[config.mk]
export PLATFORM = sky130hd
export DESIGN_NAME = pl_ex_rns_flat
export DESIGN_NICKNAME = d
export VERILOG_FILES = /design/src/rtl/pl_ex_rns_if.sv /design/src/rtl/pl_ex_rns.sv /design/src/flat_wrapper.sv
export SDC_FILE = /design/constraint.sdc
export NUM_CORES = 1
export LEC_CHECK = 0
export ABC_AREA = 0
export BUFFER_PORTS_ARGS = -buffer_cell sky130_fd_sc_hd__buf_2
export CAP_MARGIN = 20
export CORE_ASPECT_RATIO = 1.75
export CORE_MARGIN = 1
export CORE_UTILIZATION = 55
export CTS_BUF_LIST = sky130_fd_sc_hd__clkbuf_16
export CTS_CLUSTER_SIZE = 16
export DETAILED_ROUTE_END_ITERATION = 8
export GPL_ROUTABILITY_DRIVEN = 1
export GPL_TIMING_DRIVEN = 1
export PLACE_DENSITY = 0.83
export SYNTH_ARGS = -nofsm -noshare
export SYNTH_HDL_FRONTEND = slang
export SYNTH_SLANG_ARGS = --single-unit
[constraint.sdc]
create_clock -name clk -period 9.3 [get_ports clk]
set_input_delay 0.465 -clock clk [delete_from_list [all_inputs] [get_ports clk]]
set_output_delay 0.465 -clock clk [all_outputs]
set_load 0.02 [all_outputs]
[src/rtl/pl_ex_rns_if.sv]
// Handshake and data bus of the RNS execute unit.
// master drives the operation; slave is the execute unit.
interface pl_ex_rns_if #(
  parameter int NUM_DOMAINS  = 2,
  parameter int PROG_CTR_WID = 10
);
  logic                             in_valid;
  logic                             in_ready;
  logic [2:0]                       op_sel;
  logic [NUM_DOMAINS-1:0][7:0]      op1;
  logic [NUM_DOMAINS-1:0][7:0]      op2;
  logic [7:0]                       imm;
  logic [2:0]                       res_addr;
  logic                             wr_en;
  logic [PROG_CTR_WID-1:0]          pred_nxt_prog_ctr;
  logic                             flush;
  logic                             out_valid;
  logic [NUM_DOMAINS-1:0][7:0]      operation_result;
  logic [2:0]                       destination_reg_addr;
  logic                             wr_en_ex;
  logic [PROG_CTR_WID-1:0]          pred_nxt_prog_ctr_EX;
  logic                             eq_flag;

  modport master (
    output in_valid, op_sel, op1, op2, imm, res_addr, wr_en, pred_nxt_prog_ctr, flush,
    input  in_ready, out_valid, operation_result, destination_reg_addr, wr_en_ex,
           pred_nxt_prog_ctr_EX, eq_flag
  );

  modport slave (
    input  in_valid, op_sel, op1, op2, imm, res_addr, wr_en, pred_nxt_prog_ctr, flush,
    output in_ready, out_valid, operation_result, destination_reg_addr, wr_en_ex,
           pred_nxt_prog_ctr_EX, eq_flag
  );
endinterface

[src/rtl/pl_ex_rns.sv]
// RNS execute stage: single-cycle add/sub/ld_imm/pass, 8-iteration
// double-and-add modular multiply running all residue lanes in parallel.
module pl_ex_rns #(
  parameter int                       NUM_DOMAINS  = 2,
  parameter logic [NUM_DOMAINS*8-1:0] MODULI       = {8'd251, 8'd241},
  parameter int                       PROG_CTR_WID = 10
) (
  input  logic       clk,
  input  logic       reset,
  pl_ex_rns_if.slave bus
);
  localparam logic [0:0] IDLE = 1'b0;
  localparam logic [0:0] MUL  = 1'b1;

  logic [0:0]                  state_q;
  logic [2:0]                  cnt_q;
  logic [NUM_DOMAINS-1:0][7:0] a_q, b_q, acc_q, res_q;
  logic [NUM_DOMAINS-1:0][7:0] single_res, mac_res;
  logic                        out_valid_q, eq_q, wr_q, wr_h_q;
  logic [2:0]                  dst_q, dst_h_q;
  logic [PROG_CTR_WID-1:0]     pc_q, pc_h_q;
  logic                        in_ready, accept;

  assign in_ready = (state_q == IDLE) && !reset;
  assign accept   = bus.in_valid && in_ready && !bus.flush;

  for (genvar g = 0; g < NUM_DOMAINS; g++) begin : g_lane
    localparam logic [7:0] M8 = MODULI[g*8 +: 8];
    localparam logic [8:0] M  = {1'b0, M8};
    logic [7:0] a, b, imm_r, r;
    logic [8:0] add_s, diff, dbl, dbl_r, mac_s;

    assign a     = bus.op1[g];
    assign b     = bus.op2[g];
    assign add_s = {1'b0, a} + {1'b0, b};
    assign diff  = {1'b0, a} - {1'b0, b};
    assign imm_r = bus.imm % M8;

    always_comb begin
      r = '0;
      case (bus.op_sel)
        3'b000:  r = 8'((add_s >= M) ? add_s - M : add_s);
        3'b001:  r = 8'((a >= b) ? diff : diff + M);
        3'b011:  r = imm_r;
        3'b100:  r = a;
        default: r = '0;
      endcase
    end
    assign single_res[g] = r;

    // One multiply step: acc <- 2*acc + bit*a, each term reduced by one subtract.
    assign dbl        = {acc_q[g], 1'b0};
    assign dbl_r      = (dbl >= M) ? dbl - M : dbl;
    assign mac_s      = dbl_r + (b_q[g][7] ? {1'b0, a_q[g]} : 9'd0);
    assign mac_res[g] = 8'((mac_s >= M) ? mac_s - M : mac_s);
  end

  always_ff @(posedge clk or posedge reset) begin
    if (reset) begin
      state_q     <= IDLE;
      cnt_q       <= '0;
      a_q         <= '0;
      b_q         <= '0;
      acc_q       <= '0;
      res_q       <= '0;
      out_valid_q <= 1'b0;
      eq_q        <= 1'b0;
      wr_q        <= 1'b0;
      wr_h_q      <= 1'b0;
      dst_q       <= '0;
      dst_h_q     <= '0;
      pc_q        <= '0;
      pc_h_q      <= '0;
    end else begin
      out_valid_q <= 1'b0;
      if (state_q == IDLE) begin
        if (accept && bus.op_sel == 3'b010) begin
          state_q <= MUL;
          cnt_q   <= '0;
          acc_q   <= '0;
          a_q     <= bus.op1;
          b_q     <= bus.op2;
          dst_h_q <= bus.res_addr;
          wr_h_q  <= bus.wr_en;
          pc_h_q  <= bus.pred_nxt_prog_ctr;
        end else if (accept) begin
          out_valid_q <= 1'b1;
          res_q       <= single_res;
          eq_q        <= (single_res == '0);
          dst_q       <= bus.res_addr;
          wr_q        <= bus.wr_en;
          pc_q        <= bus.pred_nxt_prog_ctr;
        end
      end else if (bus.flush) begin
        state_q <= IDLE;
      end else begin
        acc_q <= mac_res;
        for (int i = 0; i < NUM_DOMAINS; i++) b_q[i] <= {b_q[i][6:0], 1'b0};
        cnt_q <= cnt_q + 3'd1;
        if (cnt_q == 3'd7) begin
          state_q     <= IDLE;
          out_valid_q <= 1'b1;
          res_q       <= mac_res;
          eq_q        <= (mac_res == '0);
          dst_q       <= dst_h_q;
          wr_q        <= wr_h_q;
          pc_q        <= pc_h_q;
        end
      end
    end
  end

  assign bus.in_ready             = in_ready;
  assign bus.out_valid            = out_valid_q;
  assign bus.operation_result     = res_q;
  assign bus.eq_flag              = eq_q;
  assign bus.destination_reg_addr = dst_q;
  assign bus.wr_en_ex             = wr_q;
  assign bus.pred_nxt_prog_ctr_EX = pc_q;
endmodule

[src/flat_wrapper.sv]
// flat-port wrapper written by rule: the top's interface ports become plain ports
module pl_ex_rns_flat 
#(
  parameter int                       NUM_DOMAINS  = 2,
  parameter logic [NUM_DOMAINS*8-1:0] MODULI       = {8'd251, 8'd241},
  parameter int                       PROG_CTR_WID = 10
)
  (clk, reset, bus_in_valid, bus_op_sel, bus_op1, bus_op2, bus_imm, bus_res_addr, bus_wr_en, bus_pred_nxt_prog_ctr, bus_flush, bus_in_ready, bus_out_valid, bus_operation_result, bus_destination_reg_addr, bus_wr_en_ex, bus_pred_nxt_prog_ctr_EX, bus_eq_flag);
  pl_ex_rns_if #(.NUM_DOMAINS(NUM_DOMAINS), .PROG_CTR_WID(PROG_CTR_WID)) bus_i ();
  input  logic clk;
  input  logic reset;
  input wire logic [$bits(bus_i.in_valid)-1:0] bus_in_valid;
  input wire logic [$bits(bus_i.op_sel)-1:0] bus_op_sel;
  input wire logic [$bits(bus_i.op1)-1:0] bus_op1;
  input wire logic [$bits(bus_i.op2)-1:0] bus_op2;
  input wire logic [$bits(bus_i.imm)-1:0] bus_imm;
  input wire logic [$bits(bus_i.res_addr)-1:0] bus_res_addr;
  input wire logic [$bits(bus_i.wr_en)-1:0] bus_wr_en;
  input wire logic [$bits(bus_i.pred_nxt_prog_ctr)-1:0] bus_pred_nxt_prog_ctr;
  input wire logic [$bits(bus_i.flush)-1:0] bus_flush;
  output wire logic [$bits(bus_i.in_ready)-1:0] bus_in_ready;
  output wire logic [$bits(bus_i.out_valid)-1:0] bus_out_valid;
  output wire logic [$bits(bus_i.operation_result)-1:0] bus_operation_result;
  output wire logic [$bits(bus_i.destination_reg_addr)-1:0] bus_destination_reg_addr;
  output wire logic [$bits(bus_i.wr_en_ex)-1:0] bus_wr_en_ex;
  output wire logic [$bits(bus_i.pred_nxt_prog_ctr_EX)-1:0] bus_pred_nxt_prog_ctr_EX;
  output wire logic [$bits(bus_i.eq_flag)-1:0] bus_eq_flag;
  assign bus_i.in_valid = bus_in_valid;
  assign bus_i.op_sel = bus_op_sel;
  assign bus_i.op1 = bus_op1;
  assign bus_i.op2 = bus_op2;
  assign bus_i.imm = bus_imm;
  assign bus_i.res_addr = bus_res_addr;
  assign bus_i.wr_en = bus_wr_en;
  assign bus_i.pred_nxt_prog_ctr = bus_pred_nxt_prog_ctr;
  assign bus_i.flush = bus_flush;
  assign bus_in_ready = bus_i.in_ready;
  assign bus_out_valid = bus_i.out_valid;
  assign bus_operation_result = bus_i.operation_result;
  assign bus_destination_reg_addr = bus_i.destination_reg_addr;
  assign bus_wr_en_ex = bus_i.wr_en_ex;
  assign bus_pred_nxt_prog_ctr_EX = bus_i.pred_nxt_prog_ctr_EX;
  assign bus_eq_flag = bus_i.eq_flag;
  pl_ex_rns #(.NUM_DOMAINS(NUM_DOMAINS), .MODULI(MODULI), .PROG_CTR_WID(PROG_CTR_WID)) u_core (.clk(clk), .reset(reset), .bus(bus_i));
endmodule
==> qor.csv, run 1 <==
metric,value,unit
outcome,completed,
ANT nets after route,0,
largest cells by area after synthesis,"dfrtp_1 28%, ha_1 9.2%, mux2i_1 5.4%",
most frequent cell after synthesis,nand2_1,
syn nets,1154,
CTS resizes,0,
Die ar.,16400,sq um
synth unique cells,78,
fillers,1314,
DRC viols,0,
initial core utilization,56.5,%
initial antenna violation count,0,
Compound-Gate Fraction of Synth Area,21.4,%
CP endpoint kind,flip-flop,
XOR/XNOR share of the synthesized area,6.56,%
Chip Width,97.3,microns
HPWL Detailed,19.1,mm
"Clk pin slew, worst setup/hold paths",70,ps
vias in the first global route,7984,
final period utilization,52.0,%
final hold violation count,0,
Final Skew,11.5,ps
Final Max Slew Viols,0,
worst hold slack,184,ps
Pre-antenna DRT Iters,6,
Root Buffer,clkbuf_16,
# rows,60,
top-area cell type share of the netlist area,28.1,%
cell area after synthesis,8740,sq um
Static Leakage,4.48,nW
layout cells sized above 1,16.1,%
unrepaired setup endpoints after global routing,no,
Slew headroom,35.2,%
share of synthesized area spent on multiplexers,10.3,%
Worst Tran Pin Value,961,ps
first-pass GRT wire length,40.3,mm
TNS Setup,0,ps
post-synthesis instance total,1023,
total global-route track usage,30.5,%
number of flops mapped to enable cells by yosys,0,
Post-Synth Adder-Cell Area,10.5,%
Commonest cells post-synth,"108 x nand2_1, 98 x dfrtp_1, 89 x o21ai_0",
CTS sink count,98,
fmax,0.207,GHz
Tmin final,4840,ps
# hold bufs at CTS,0,
crit path kind,flip-flop to flip-flop,
"Seq/Total Area, Yosys",28.1,%
main combinational cell family by area after synthesis,compound AO/OA/AOI/OAI gates,
share of async-settable or async-resettable flops after synthesis,100,%
Iter 0 DRT Violations,556,
net count of the finished layout,1224,
total CTS buffers,9,
mean post-synth cell area,8.54,sq um
largest net degree at the start of global routing,57,
htree depth,3,
Core Region,15500,sq um
Area growth syn-to-layout,10.3,%
total routed wirelength,24.6,mm
I/O Pins,94,
yosys warns,0,
worst path arrival time,5100,ps
post-CTS setup buffers,0,
routed length per placed instance,19.1,microns
Synth Register Bits,98,
I/O Buffers,93,
GP Congestion,0.968,
final setup fails,0,
remaining global-route overflow,0,
via count,8165,
Main synth FF type,dfrtp_1,
pwr dens,163,nW/um^2
CTS tree,built,
simple-gate share of the synthesized area,19.0,%
Max rail drop VDD,102,uV
Synth area leader,dfrtp_1,
die height,169,microns
Reg-to-Reg Start,u_core.acc_q[11]$_DFFE_PP0P_,
CP required,9560,ps
max-cap viol count,0,
Max clock buf depth,2,
worst hold path class,input pin to asynchronous set/reset pin,
Skew-Pair Late Insertion Delay,350,ps
Startpoint Class,flip-flop,
Critical path origin,u_core.acc_q[11]$_DFFE_PP0P_,
vias per cell,6.35,
critical-path maximum fanout,9,
-- state kept, by name, indices dropped and copies added, names as in the netlist, 3 cells and up --
register                         flops
u_core.a_q                          16
u_core.pc_h_q                       10
u_core.b_q                          16
u_core.cnt_q                         3
u_core.dst_h_q                       3
u_core.bus.destination_reg_addr      3
u_core.bus.pred_nxt_prog_ctr_EX     10
u_core.acc_q                        16
u_core.bus.operation_result         16
-- layer usage --
layer	wire length, microns	vias up	track usage (%)	share of wire, %
met5	0	-	0	0
met4	1380	0	17.0	5.6
met3	1260	99	3.06	5.1
met2	12900	333	56.4	53
met1	8980	3878	34.0	37
li1	-	3855	-	-
-- worst paths after layout --
path	endpoint	slack, ps	depth (start not counted)
max	u_core.bus.eq_flag$_DFFE_PP0P_	4460	15
min	u_core.acc_q[14]$_DFFE_PP0P_	180	2
max reg2reg	u_core.bus.eq_flag$_DFFE_PP0P_	4460	15
min reg2reg	u_core.bus.operation_result[2]$_DFFE_PP0P_	480	2
max in group asynchronous	u_core.state_q$_DFF_PP0_	8020	3
min in group clk	u_core.pc_h_q[9]$_DFFE_PP0P_	350	2
-- area by class of cell --
cell class | count | area, sq um | share of cell area [%]
Sequential cell | 98 | 2450 | 25.5
Multi-Input combinational cell | 831 | 5920 | 61.5
Timing Repair Buffer | 100 | 518 | 5.38
Antenna cell | 1 | 2.50 | 0.0260
Tap cell | 186 | 233 | 2.41
Inverter | 53 | 201 | 2.09
Clock inverter | 7 | 78.8 | 0.818
Clock buffer | 9 | 225 | 2.34
-- kinds of logic (layout without fill, tap and decap cells) --
| family | Yosys count | after routing |
|---|---|---|
| AOI/OAI and AO/OA | 276 | 276 |
| buffers and inverters | 94 | 169 |
| other | 0 | 1 |
| adders and majority gates | 70 | 70 |
| muxes | 85 | 85 |
| and+or+nand+nor | 337 | 337 |
| xor gates and xnor gates | 63 | 63 |
| DFF | 98 | 98 |
-- through the flow --
stage | power [mW] | setup slack (ps) | util [%] | cell area (sq um) | cells
2_1_floorplan | 0.999 | 5090 | - | 8740 | 1023
3_3_place_gp | 1.17 | 4760 | 60.3 | 9330 | 1268
3_5_place_dp | 1.18 | 4570 | 60.3 | 9330 | 1268
4_1_cts | 1.57 | 4570 | 62.3 | 9630 | 1284
5_1_grt | 1.67 | 4090 | 62.3 | 9630 | 1284
6_report | 1.57 | 4460 | 62.3 | 9640 | 1285
-- cell usage in the layout (no fill, tap or decap), types with 6 or more instances in the layout --
cell       count
a211o_1        6
or2_2          7
o22ai_1        6
xor2_1        20
fa_1           6
and3_1         7
mux2i_1       47
a2111oi_0      7
nand2_1      108
buf_2         93
a22o_1        12
o211ai_1       9
a21oi_1       45
clkbuf_16      9
nand4_1        9
a21o_1        20
nor3b_1        6
buf_4          7
nor3_1        22
dfrtp_1       97
ha_1          64
mux2_2        38
nor2b_1       18
o21ai_0       89
or3_1         11
o31ai_1        7
nor2_1        61
nand3_1       29
nor4_1         7
nand2b_1      14
xnor2_1       41
and2_1        23
a211oi_1      11
inv_1         51
-- worst max-delay path, cell delays in order, from the launching register on --
cell and delay, ps:
dfrtp_1 460, nand3_1 90, nor2_1 180, a21o_1 270, mux2_2 380, ha_1 370
o21a_1 180, a2111oi_0 390, nand4b_1 290, nand2_1 150, o41ai_2 860, xor2_1 260
a2111o_1 410, nor4_1 240, a32oi_1 130, o31ai_1 90
-- power breakdown --
| group | internal, mW | switching, mW |
|---|---|---|
| clock | 0.191 | 0.191 |
| sequential | 0.503 | 0.0501 |
| combinational | 0.244 | 0.395 |
| total | 0.939 | 0.635 |
Power figures use the tool's default switching activity.
==> inputs of run 2 (changes only) <==
ABC_AREA = 1   (was 0)
clock period = 4.7 ns   (was 9.3 ns; I/O delays follow)
==> qor.csv, run 2 <==
metric,value,unit,change
synth unique cells,52,,-33%
initial core utilization,56.2,%,-0.32 points
CTS resizes,0,,unchanged
net count of the finished layout,1517,,+24%
design area,9820,sq um,+1.9%
DRC viols,3,,+3
largest cells by area after synthesis,"dfrtp_1 28%, nand2_1 16%, ha_1 9.0%",,
number of flops mapped to enable cells by yosys,0,,unchanged
unrepaired setup endpoints after global routing,no,,
"Seq/Total Area, Yosys",27.6,%,-0.44 points
Chip Width,98.0,microns,+0.78%
share of async-settable or async-resettable flops after synthesis,100,%,unchanged
CTS tree,built,,
syn nets,1441,,+25%
Max rail drop VDD,181,uV,+77%
yosys warns,0,,unchanged
Worst Tran Pin Value,996,ps,+35.1 ps
pwr dens,365,nW/um^2,+120%
I/O Pins,94,,unchanged
top-area cell type share of the netlist area,27.6,%,-0.44 points
max-cap viol count,0,,unchanged
fmax,0.258,GHz,+25%
total global-route track usage,29.3,%,-1.2 points
multi-input logic area,5580,sq um,-5.8%
# hold bufs at CTS,0,,unchanged
reg2reg setup slack,820,ps,-3640 ps
first-pass GRT wire length,38.9,mm,-3.4%
worst hold path class,input pin to asynchronous set/reset pin,,
CP endpoint kind,flip-flop,,
most frequent cells in the layout,"377 x nand2_1, 175 x inv_1, 133 x nor2_1",,
failing checks,design-rule violations,,
fillers,1501,,+14%
largest net degree at the start of global routing,61,,+7.0%
Startpoint Class,flip-flop,,
vias in the first global route,8484,,+6.3%
worst hold slack,15.9,ps,-168 ps
outcome,"finished, violations left",,
GP Congestion,0.954,,-1.5%
final hold violation count,0,,unchanged
Max clock buf depth,2,,unchanged
routed length per placed instance,15.1,microns,-21%
register area,2450,sq um,about the same
Reg-to-Reg Start,u_core.acc_q[9]$_DFFE_PP0P_,,
Power Total,3.58,mW,+130%
Main synth FF type,dfrtp_1,,
final setup fails,0,,unchanged
post-synthesis instance total,1310,,+28%
"commonest non-fill, non-tap cell in the layout",nand2_1,,
initial antenna violation count,1,,+1
Static Leakage,5.31,nW,+18%
Slew headroom,33.1,%,-2.2 points
Skew-Pair Late Insertion Delay,350,ps,about the same
Die ar.,16700,sq um,+1.6%
crit path kind,flip-flop to flip-flop,,
CTS sink count,98,,unchanged
worst path arrival time,4160,ps,-940 ps
via count,8767,,+7.4%
die height,170,microns,+0.78%
Worst Reg-to-Reg Cells,22,,+7
"Clk pin slew, worst setup/hold paths",80,ps,about the same
Synth Register Bits,98,,unchanged
Area growth syn-to-layout,10.7,%,
total routed wirelength,23.9,mm,-2.5%
mean post-synth cell area,6.77,sq um,-21%
vias per cell,5.55,,-13%
remaining global-route overflow,0,,unchanged
Placement Cell Area,9500,sq um,+1.8%
Root Buffer,clkbuf_16,,
Commonest cells post-synth,"377 x nand2_1, 176 x inv_1, 133 x nor2_1",,
Pre-antenna DRT Iters,7,,+1
I/O Buffers,93,,unchanged
Tmin final,3880,ps,-960 ps
htree depth,3,,unchanged
RR Endpoint,u_core.bus.eq_flag$_DFFE_PP0P_,,
ANT nets after route,0,,unchanged
most frequent cell after synthesis,nand2_1,,
cell area after synthesis,8870,sq um,+1.6%
TNS Setup,0,ps,unchanged
Final Max Slew Viols,0,,unchanged
Synth area leader,dfrtp_1,,
CP required,4980,ps,-4580 ps
Core Region,15800,sq um,+2.2%
critical-path maximum fanout,9,,unchanged
Iter 0 DRT Violations,440,,-21%
Final Skew,11.0,ps,-0.533 ps
final period utilization,82.5,%,+31 points
layout cells sized above 1,13.9,%,-2.2 points
HPWL Detailed,19.3,mm,+1.1%
total CTS buffers,9,,unchanged
post-CTS setup buffers,0,,unchanged
# rows,61,,+1.7%
-- run 2: logic make-up (layout without fill, tap and decap cells) --
family	count (synthesis)	in the layout	share of synthesized area, %
AND/OR/NAND/NOR	679	679	32.7
flip-flops	98	98	27.6
adder cells (fa/ha/maj)	70	70	10.4
buffers and inverters	220	301	9.64
other	0	1	0
AO/OA/AOI/OAI	173	173	11.6
multiplexers	26	26	3.30
XOR/XNOR	44	44	4.72
-- run 2: worst max-delay path by stage --
stage                                                end                         start
final                     u_core.bus.eq_flag$_DFFE_PP0P_   u_core.acc_q[9]$_DFFE_PP0P_
after global routing      u_core.bus.eq_flag$_DFFE_PP0P_   u_core.acc_q[0]$_DFFE_PP0P_
after floorplan           u_core.bus.eq_flag$_DFFE_PP0P_   u_core.acc_q[0]$_DFFE_PP0P_
after global placement    u_core.bus.eq_flag$_DFFE_PP0P_  u_core.acc_q[11]$_DFFE_PP0P_
after detailed placement  u_core.bus.eq_flag$_DFFE_PP0P_   u_core.acc_q[9]$_DFFE_PP0P_
after CTS                 u_core.bus.eq_flag$_DFFE_PP0P_  u_core.acc_q[11]$_DFFE_PP0P_
-- run 2: critical path: stages, from the launching register on --
cell and delay, ps:
dfrtp_1 450, nand3_1 100, nor2_1 150, nand2_1 70, inv_1 70, or2_1 280
mux2_2 380, ha_1 350, a21oi_1 240, inv_1 60, nand2_1 70, nand3_1 160
xor2_1 340, nand3_2 230, nand2_4 170, nand2_1 70, nand2_1 130, nand4_1 120
nor2_1 100, nand3_1 70, nand2_1 60, inv_1 50, a21oi_2 120
-- run 2: final cells by class --
class,count,share of cell area (%)
sequential,98,25.0
inverter,181,6.94
multi-input combinational,992,56.8
clock inverter,7,0.993
tap,189,2.41
antenna,1,0.0255
timing repair buffer,104,5.58
clock buffer,9,2.29
-- run 2: where the power goes --
| part | switching (mW) | leakage [nW] | internal, mW |
|---|---|---|---|
| combinational | 1.05 | 3.95 | 0.595 |
| sequential | 0.125 | 1.19 | 1.02 |
| clock | 0.356 | 0.158 | 0.431 |
-- run 2: routing by layer --
| metal | part of all wire [%] | global-route usage (%) | vias to the layer above |
|---|---|---|---|
| li1 | - | - | 4387 |
| met1 | 38 | 30.8 | 4054 |
| met2 | 53 | 56.0 | 250 |
| met3 | 3.6 | 2.79 | 76 |
| met4 | 5.5 | 17.1 | 0 |
| met5 | 0 | 0 | - |
-- run 2: metrics by stage --
step                instances  worst slack, ps  util, %
floorplan                1310             1350        -
global placement         1564             1010     60.1
detailed placement       1564              941     60.1
CTS                      1580              892     62.2
global route             1581              464     62.2
finish                   1581              820     62.2
